File: config.mk
export PLATFORM = sky130hd
export DESIGN_NAME = sd_spi_card_responder
export DESIGN_NICKNAME = d
export VERILOG_FILES = /design/src/rtl/sd_spi_card_responder.sv
export SDC_FILE = /design/constraint.sdc
export NUM_CORES = 1
export LEC_CHECK = 0
export ABC_AREA = 1
export ABC_CLOCK_PERIOD_IN_PS = 2000
export BUFFER_PORTS_ARGS = -buffer_cell sky130_fd_sc_hd__clkbuf_2
export CORE_ASPECT_RATIO = 0.9
export CORE_MARGIN = 3
export CORE_UTILIZATION = 58
export DETAILED_ROUTE_END_ITERATION = 6
export PLACE_DENSITY = 0.78
export SLEW_MARGIN = 20
export SYNTH_ARGS = -nofsm -noshare
export SYNTH_HDL_FRONTEND = slang
export SYNTH_SLANG_ARGS = --single-unit
File: constraint.sdc
create_clock -name clk -period 2 [get_ports clk]
set_input_delay 0 -clock clk [delete_from_list [all_inputs] [get_ports clk]]
set_output_delay 0 -clock clk [all_outputs]
set_load 0.05 [all_outputs]
File: src/rtl/sd_spi_card_responder.sv
// SD card SPI-mode command responder: receives 48-bit command frames from the
// host and answers each accepted frame with NCR filler bytes and an R1 status byte.
module sd_spi_card_responder #(
  parameter int NCR       = 1,
  parameter bit CRC_CHECK = 1'b1
) (
  input  logic        clk,
  input  logic        reset,
  input  logic        sd_sck,
  input  logic        sd_cmd,
  input  logic        sd_cs_n,
  output logic        sd_dat0,
  output logic        sd_dat0_oe,
  output logic        cmd_valid,
  output logic [5:0]  cmd_index,
  output logic [31:0] cmd_arg,
  output logic        crc_err,
  output logic        card_idle
);

  typedef enum logic [1:0] {S_IDLE, S_CMD, S_NCR, S_R1} state_t;

  localparam logic [2:0] NCR_LAST = 3'(NCR - 1);

  state_t      state, state_nx;
  logic        sck_s1, sck_s2, sck_prev;
  logic        cmd_s1, cmd_s2;
  logic        cs_n_s1, cs_n_s2;
  logic        cs_act, sck_rise, sck_fall, byte_end;
  logic [2:0]  bit_cnt;
  logic [5:0]  frame_cnt;
  logic [45:0] frame_sh;
  logic [6:0]  crc;
  logic [2:0]  fill_cnt;
  logic        wait_sync;
  logic        app_flag;
  logic [7:0]  r1_sh;
  logic [46:0] frame;
  logic [5:0]  idx;
  logic        frame_last, frame_ok, crc_bad, illegal, idle_nx;

  function automatic logic [6:0] crc7_step(input logic [6:0] c, input logic d);
    crc7_step = {c[5:0], 1'b0} ^ ((d ^ c[6]) ? 7'h09 : 7'h00);
  endfunction

  // NOTE: sequential state is written with non-blocking assignments only, so
  // every flop samples the values that existed before this edge.
  always_ff @(posedge clk) begin
    if (reset) begin
      sck_s1   <= 1'b0;
      sck_s2   <= 1'b0;
      sck_prev <= 1'b0;
      cmd_s1   <= 1'b1;
      cmd_s2   <= 1'b1;
      cs_n_s1  <= 1'b1;
      cs_n_s2  <= 1'b1;
    end else begin
      sck_s1   <= sd_sck;
      sck_s2   <= sck_s1;
      sck_prev <= sck_s2;
      cmd_s1   <= sd_cmd;
      cmd_s2   <= cmd_s1;
      cs_n_s1  <= sd_cs_n;
      cs_n_s2  <= cs_n_s1;
    end
  end

  assign cs_act     = ~cs_n_s2;
  assign sd_dat0_oe = cs_act;
  assign sck_rise   = sck_s2 & ~sck_prev;
  assign sck_fall   = ~sck_s2 & sck_prev;
  assign byte_end   = cs_act & sck_rise & (bit_cnt == 3'd7);

  // Frame as seen at the end-bit sample: 46 stored bits plus the live end bit.
  assign frame      = {frame_sh, cmd_s2};
  assign idx        = frame[45:40];
  assign frame_last = cs_act & sck_rise & (state == S_CMD) & (frame_cnt == 6'd46);
  assign frame_ok   = frame[46] & frame[0];

  // NOTE: every always_comb output gets a default first so no latch is inferred.
  always_comb begin
    state_nx = state;
    crc_bad  = CRC_CHECK && (crc != frame[7:1]);
    illegal  = 1'b1;
    idle_nx  = card_idle;
    case (idx)
      6'd0, 6'd8, 6'd55, 6'd58: illegal = 1'b0;
      6'd41:                    illegal = ~app_flag;
      default:                  illegal = 1'b1;
    endcase
    if (!crc_bad) begin
      if (idx == 6'd0) idle_nx = 1'b1;
      else if (idx == 6'd41 && app_flag) idle_nx = 1'b0;
    end
    if (!cs_act) begin
      state_nx = S_IDLE;
    end else begin
      case (state)
        S_IDLE: if (sck_rise && !cmd_s2) state_nx = S_CMD;
        S_CMD:  if (frame_last) state_nx = frame_ok ? S_NCR : S_IDLE;
        S_NCR:  if (byte_end && !wait_sync && fill_cnt == NCR_LAST) state_nx = S_R1;
        S_R1:   if (byte_end) state_nx = S_IDLE;
        default: state_nx = S_IDLE;
      endcase
    end
  end

  always_ff @(posedge clk) begin
    if (reset) state <= S_IDLE;
    else       state <= state_nx;
  end

  always_ff @(posedge clk) begin
    if (reset) begin
      bit_cnt   <= '0;
      frame_cnt <= '0;
      frame_sh  <= '0;
      crc       <= '0;
      fill_cnt  <= '0;
      wait_sync <= 1'b0;
      app_flag  <= 1'b0;
      r1_sh     <= 8'hFF;
      sd_dat0   <= 1'b1;
      cmd_valid <= 1'b0;
      crc_err   <= 1'b0;
      cmd_index <= '0;
      cmd_arg   <= '0;
      card_idle <= 1'b1;
    end else begin
      cmd_valid <= 1'b0;
      crc_err   <= 1'b0;
      if (!cs_act)       bit_cnt <= '0;
      else if (sck_rise) bit_cnt <= bit_cnt + 3'd1;

      case (state)
        S_IDLE: begin
          frame_cnt <= '0;
          crc       <= '0;
        end
        S_CMD: begin
          if (sck_rise) begin
            frame_sh  <= {frame_sh[44:0], cmd_s2};
            frame_cnt <= frame_cnt + 6'd1;
            if (frame_cnt < 6'd39) crc <= crc7_step(crc, cmd_s2);
          end
          if (frame_last && frame_ok) begin
            cmd_valid <= 1'b1;
            crc_err   <= crc_bad;
            cmd_index <= idx;
            cmd_arg   <= frame[39:8];
            card_idle <= idle_nx;
            app_flag  <= ~crc_bad & (idx == 6'd55);
            r1_sh     <= {4'b0000, crc_bad, illegal, 1'b0, idle_nx};
            // A frame ending mid-byte must first reach a byte boundary.
            wait_sync <= (bit_cnt != 3'd7);
            fill_cnt  <= '0;
          end
        end
        S_NCR: begin
          if (byte_end) begin
            if (wait_sync) wait_sync <= 1'b0;
            else           fill_cnt  <= fill_cnt + 3'd1;
          end
        end
        S_R1: begin
          if (sck_fall) r1_sh <= {r1_sh[6:0], 1'b1};
        end
        default: ;
      endcase

      if (state == S_R1 && cs_act) begin
        if (sck_fall) sd_dat0 <= r1_sh[7];
      end else begin
        sd_dat0 <= 1'b1;
      end
    end
  end

endmodule

# Yosys cells after proc, flatten, opt, wreduce, memory -nomap -nowiden
# Index checks and enable logic that the tools add are counted.
[word_totals]
ff_bits = 126
input_bits = 5
out_inout_bits = 43
wordCells = 119
[classes]
n_addsub = 3
n_lt_le_gt_ge = 1
n_eq_ne = 21
muxes = 27
n_bitwise = 18
n_reduce_logical = 27
[ops]
columns = ["op", "count"]
rows = [
  ["$eq A6 B6 Y1 const B", 4],
  ["$mux W8", 2],
  ["$ne A2 B2 Y1 const B", 8],
  ["$pmux W8 S2", 1],
  ["$mux W7", 2],
  ["$pmux W7 S2", 1],
  ["$pmux W6 S2", 1],
  ["$mux W2", 5],
  ["$mux W3", 3],
  ["$reduce_and A3 Y1", 3],
  ["$and A1 B1 Y1", 8],
  ["$not A1 Y1", 8],
  ["$pmux W2 S4", 1],
  ["$reduce_and A4 Y1", 2],
  ["$ne A7 B7 Y1", 1],
  ["$xor A7 B4 Y7", 1],
  ["$add A3 B1 Y3 const B", 2],
  ["$add A6 B1 Y6 const B", 1],
  ["$eq A6 B4 Y1 const B", 1],
  ["$logic_and A1 B1 Y1", 6],
  ["$logic_not A6 Y1", 1],
  ["$lt A6 B6 Y1 const B", 1],
  ["$mux W1", 6],
  ["$mux W6", 1],
  ["17 further kinds", 27],
]

# Logic depth before layout (Yosys ltp)
[logic_depth]
depth_word = 8
mapped_depth = 11
mapped_depth_nobuf = 11

# Worst setup path after synthesis
# Ideal clock, no wire load.
[synth_timing]
kind = "reg-to-reg"
from = "register frame_cnt[0]"
to = "register cmd_arg[10]"
setup_time_ns = 0.116
arrival_time_ns = 1.308
required_time_ns = 1.884
slack_ns = 0.576
path_stages_with_launch = 10
path_buffers = 1
period_less_slack_ns = 1.424
cell_sequence = "dfxtp_1 -> inv_1 -> ha_1 -> nand3_1 -> nor3_2 -> nand3_2 -> clkinv_2 -> buf_4 -> o21ai_0 -> nor2_1"
[synth_via]
elab_chain_len = 4
[synth_lines]
columns = ["item", "line", "rtl"]
rows = [
  ["start, declared", "31", "logic [5:0] frame_cnt;"],
  ["start signal, assigned", "143", "frame_cnt <= frame_cnt + 6'd1;"],
  ["$eq A6 B6 Y1", "77", "assign frame_last = cs_act & sck_rise & (state == S_CMD) & (frame_cnt == 6'd46);"],
  ["$and A1 B1 Y1", "77", ""],
  ["$logic_and A1 B1 Y1", "146", "if (frame_last && frame_ok) begin"],
  ["$reduce_and A2 Y1 (no line)", "-", ""],
  ["end signal, assigned", "150", "cmd_arg <= frame[39:8];"],
  ["end, declared", "16", "output logic [31:0] cmd_arg,"],
]
# No other way between the ends.
# A chain may end at the register's enable or synchronous reset.

# Final worst setup path
[layout_timing]
from = "register sck_s2"
to = "register cmd_arg[20]"
[layout_via]
elab_chain_len = 6
[layout_lines]
columns = ["item", "line", "rtl"]
rows = [
  ["start, declared", "26", "logic sck_s1, sck_s2, sck_prev;"],
  ["start signal, assigned", "59", "sck_s2 <= sck_s1;"],
  ["$and A1 B1 Y1", "70", "assign sck_rise = sck_s2 & ~sck_prev;"],
  ["$and A1 B1 Y1 (3 in series)", "77", ""],
  ["$logic_and A1 B1 Y1", "146", ""],
  ["$reduce_and A2 Y1 (no line)", "-", ""],
]
# No other way between the ends.

==> out/results.ini <==
[pwr]
p_total_w=0.00565
power.density_nw_per_um2=966
power_leakage_nw=2.67
ir_drop_mv=0.673

[global_route]
grt_pass1_wl_um=18000
grt.total_usage_pct=23.5
grt_max_degree=52
grt-ovfl-total=0
antenna_found_initial=0
grt_pass1_vias=4107

[synthesis]
synth-seq-cells=126
yosysTopAreaCell=dfxtp_1
synth-main-ff-cell=dfxtp_1
yosys-top-cells-area=dfxtp_1 52%, o21ai_0 9.9%, nor2_1 8.3%, a21oi_1 7.1%, nand2_1 5.6%
yosys.area_share.simple_pct=20.1
synth_edf_count=0
synth_top_family_by_area=simple AND/OR/NAND/NOR gates
synth-async-reset-ratio_pct=0
synth_area_um2=4870
ys_types=31
synth_compound_area_share_pct=17.9
syn-num-nets=647
synthXorXnorAreaFrac_pct=0.899
synthAdderAreaFrac_pct=1.54
yosysSeqAreaShare_pct=51.8
synth_top_area_share_pct=51.8
syn_inst=636
synth_mux_area_share_pct=0
avgSynthCellArea_um2=7.66
ys_warn_count=0

[floorplan]
die_y_um=93.0
ioPinCount=48
num_rows=31
fp.coreArea_um2=8110
start_util_pct=60.1
fp.dieW_um=103
die_area_um2=9540

[finish]
final_cell_mix=126 x dfxtp_1, 108 x nor2_1, 96 x o21ai_0, 73 x nand2_1, 69 x a21oi_1
drive_above_1_share_pct=15.4
fin_nets=699
fillers=642
seq_area_um2=2520
final_common_cell=dfxtp_1
antenna_cells=0
multi_input_area_um2=1980
syn2layout_area_growth_pct=20.0

[timing]
worst_pin_slew_ns=0.413
rsz0062_at_grt=no
setup_violations=0
slew_violations=0
fin_skew_ns=0.00820
post-route-min-period_ns=1.74
hold_viol=0
slew_headroom_pct=72.4
fmax_ghz=0.576
finalSetupTns_ns=0
period_share_pct=86.8

[clocking]
cts_setup_buffers=0
clk_path_buf_depth=2
clk_pin_slew_ns=0.06
h-tree-depth=4
cts_tree=yes
cts_root_buffer=clkbuf_8
cts_sinks=126
clock_latency_ns=0.52
cts_made_buffers=17

[placed_design]
dp.final_hpwl_um=6470
gp_congestion=0.868
io_buffers=47

[worst_hold_path]
min_to=sck_s2$_SDFF_PP0_
hold_depth=2
worstHoldStart=sck_s1$_SDFF_PP0_
hp-class=flip-flop to flip-flop

[outcome]
outcome=completed

[worst_setup_path]
required_ns=2.44
worstSetupPathType=flip-flop to flip-flop
endpoint_kind=flip-flop
r2r_slack_ns=0.26
worst_setup_path_startpoint=sck_s2$_SDFF_PP0_
path_max_fanout=40
rr_worst_depth=7
r2r_start=sck_s2$_SDFF_PP0_
worstReg2RegEnd=cmd_arg[20]$_SDFFE_PP0P_
critPathArrivalTime_ns=2.18
worstSetupStartpointType=flip-flop

[routing]
antenna_left=0
first_pass_iters=4
drt_iter0_drc=228
routedWlPerCell_um=13.1
vias_per_cell=5.36
routed_wl_um=10500
num_vias=4281
drc=0

[flow_run]
drv_cap=0

## worst max path at each step
stage	to	depth (start not counted)
final	cmd_arg[20]$_SDFFE_PP0P_	7
after global routing	cmd_index[3]$_SDFFE_PP0P_	9
after CTS	cmd_index[1]$_SDFFE_PP0P_	7
after detailed placement	cmd_arg[25]$_SDFFE_PP0P_	7
after global placement	cmd_arg[23]$_SDFFE_PP0P_	9
after floorplan	cmd_arg[10]$_SDFFE_PP0P_	9
## Yosys cell counts, drive strengths merged, types with 6 or more instances
library cell  instances
o21ai                99
ha                    6
dfxtp               126
nand2                77
nor2                110
a21oi                69
buf                  11
nand3                26
or2                   7
inv                  62
nand4                 6
clkbuf               20
## repair_timing
item                                   CTS  global route
endpoints found under the hold margin   38             0
hold buffers                             7             0
setup endpoints to repair                0            18
resized for setup                        0             2
## state kept, by name, summed over array words and instances (netlist names), 3 cells and up, named ones only
signal / flops
crc: 7
r1_sh: 8
frame_sh: 46
cmd_index: 6
bit_cnt: 3
cmd_arg: 32
frame_cnt: 6
fill_cnt: 3
## stage by stage
step	std cells	worst slack [ns]	area (um^2)	hold WS (ns)	util [%]
floorplan	636	0.576	4870	0.104	-
global placement	761	0.320	5180	0.189	63.9
detailed placement	761	0.215	5180	0.188	63.9
CTS	799	0.132	5840	0.421	72.0
global route	799	0.0628	5850	0.430	72.2
finish	799	0.265	5850	0.419	72.2
## worst max-delay path: stages (launching register included)
cell	delay (ns)
dfxtp_1	0.42
nand2_2	0.20
nor2_4	0.19
nand3_2	0.21
clkinv_2	0.11
buf_6	0.25
o21ai_0	0.11
a21oi_1	0.16
## kinds of logic after synthesis
logic type,count (synthesis)
simple gates,233
compound gates,172
flops,126
buf+inv,94
fa+ha+maj,6
xor+xnor,5
## final cells by class
type / count / share of cell area (%)
repair buffers: 64 / 6.78
inverters: 63 / 4.06
flip-flops and latches: 126 / 43.1
well taps: 99 / 2.12
multi-input cells: 416 / 33.8
clock inverters: 13 / 2.80
clock buffers: 18 / 7.32
## layer usage
layer | share of wire (%) | wire length, um | vias to the layer above | GRT usage (%)
met2 | 48 | 5060 | 86 | 38.8
met3 | 4.0 | 423 | 19 | 7.15
met5 | 0 | 0 | - | 0
li1 | - | - | 2178 | -
met1 | 46 | 4800 | 1998 | 28.7
met4 | 1.6 | 172 | 0 | 8.52
## where the power goes
part | leakage, nW | internal (W) | total (W) | switching, W
Sequential | 1.02 | 0.00252 | 0.00252 | 0.00000517
Clock | 0.287 | 0.00193 | 0.00304 | 0.00111
Combinational | 1.37 | 0.0000333 | 0.0000886 | 0.0000553
Total | 2.67 | 0.00448 | 0.00565 | 0.00117
(Power assumes the default switching activity.)
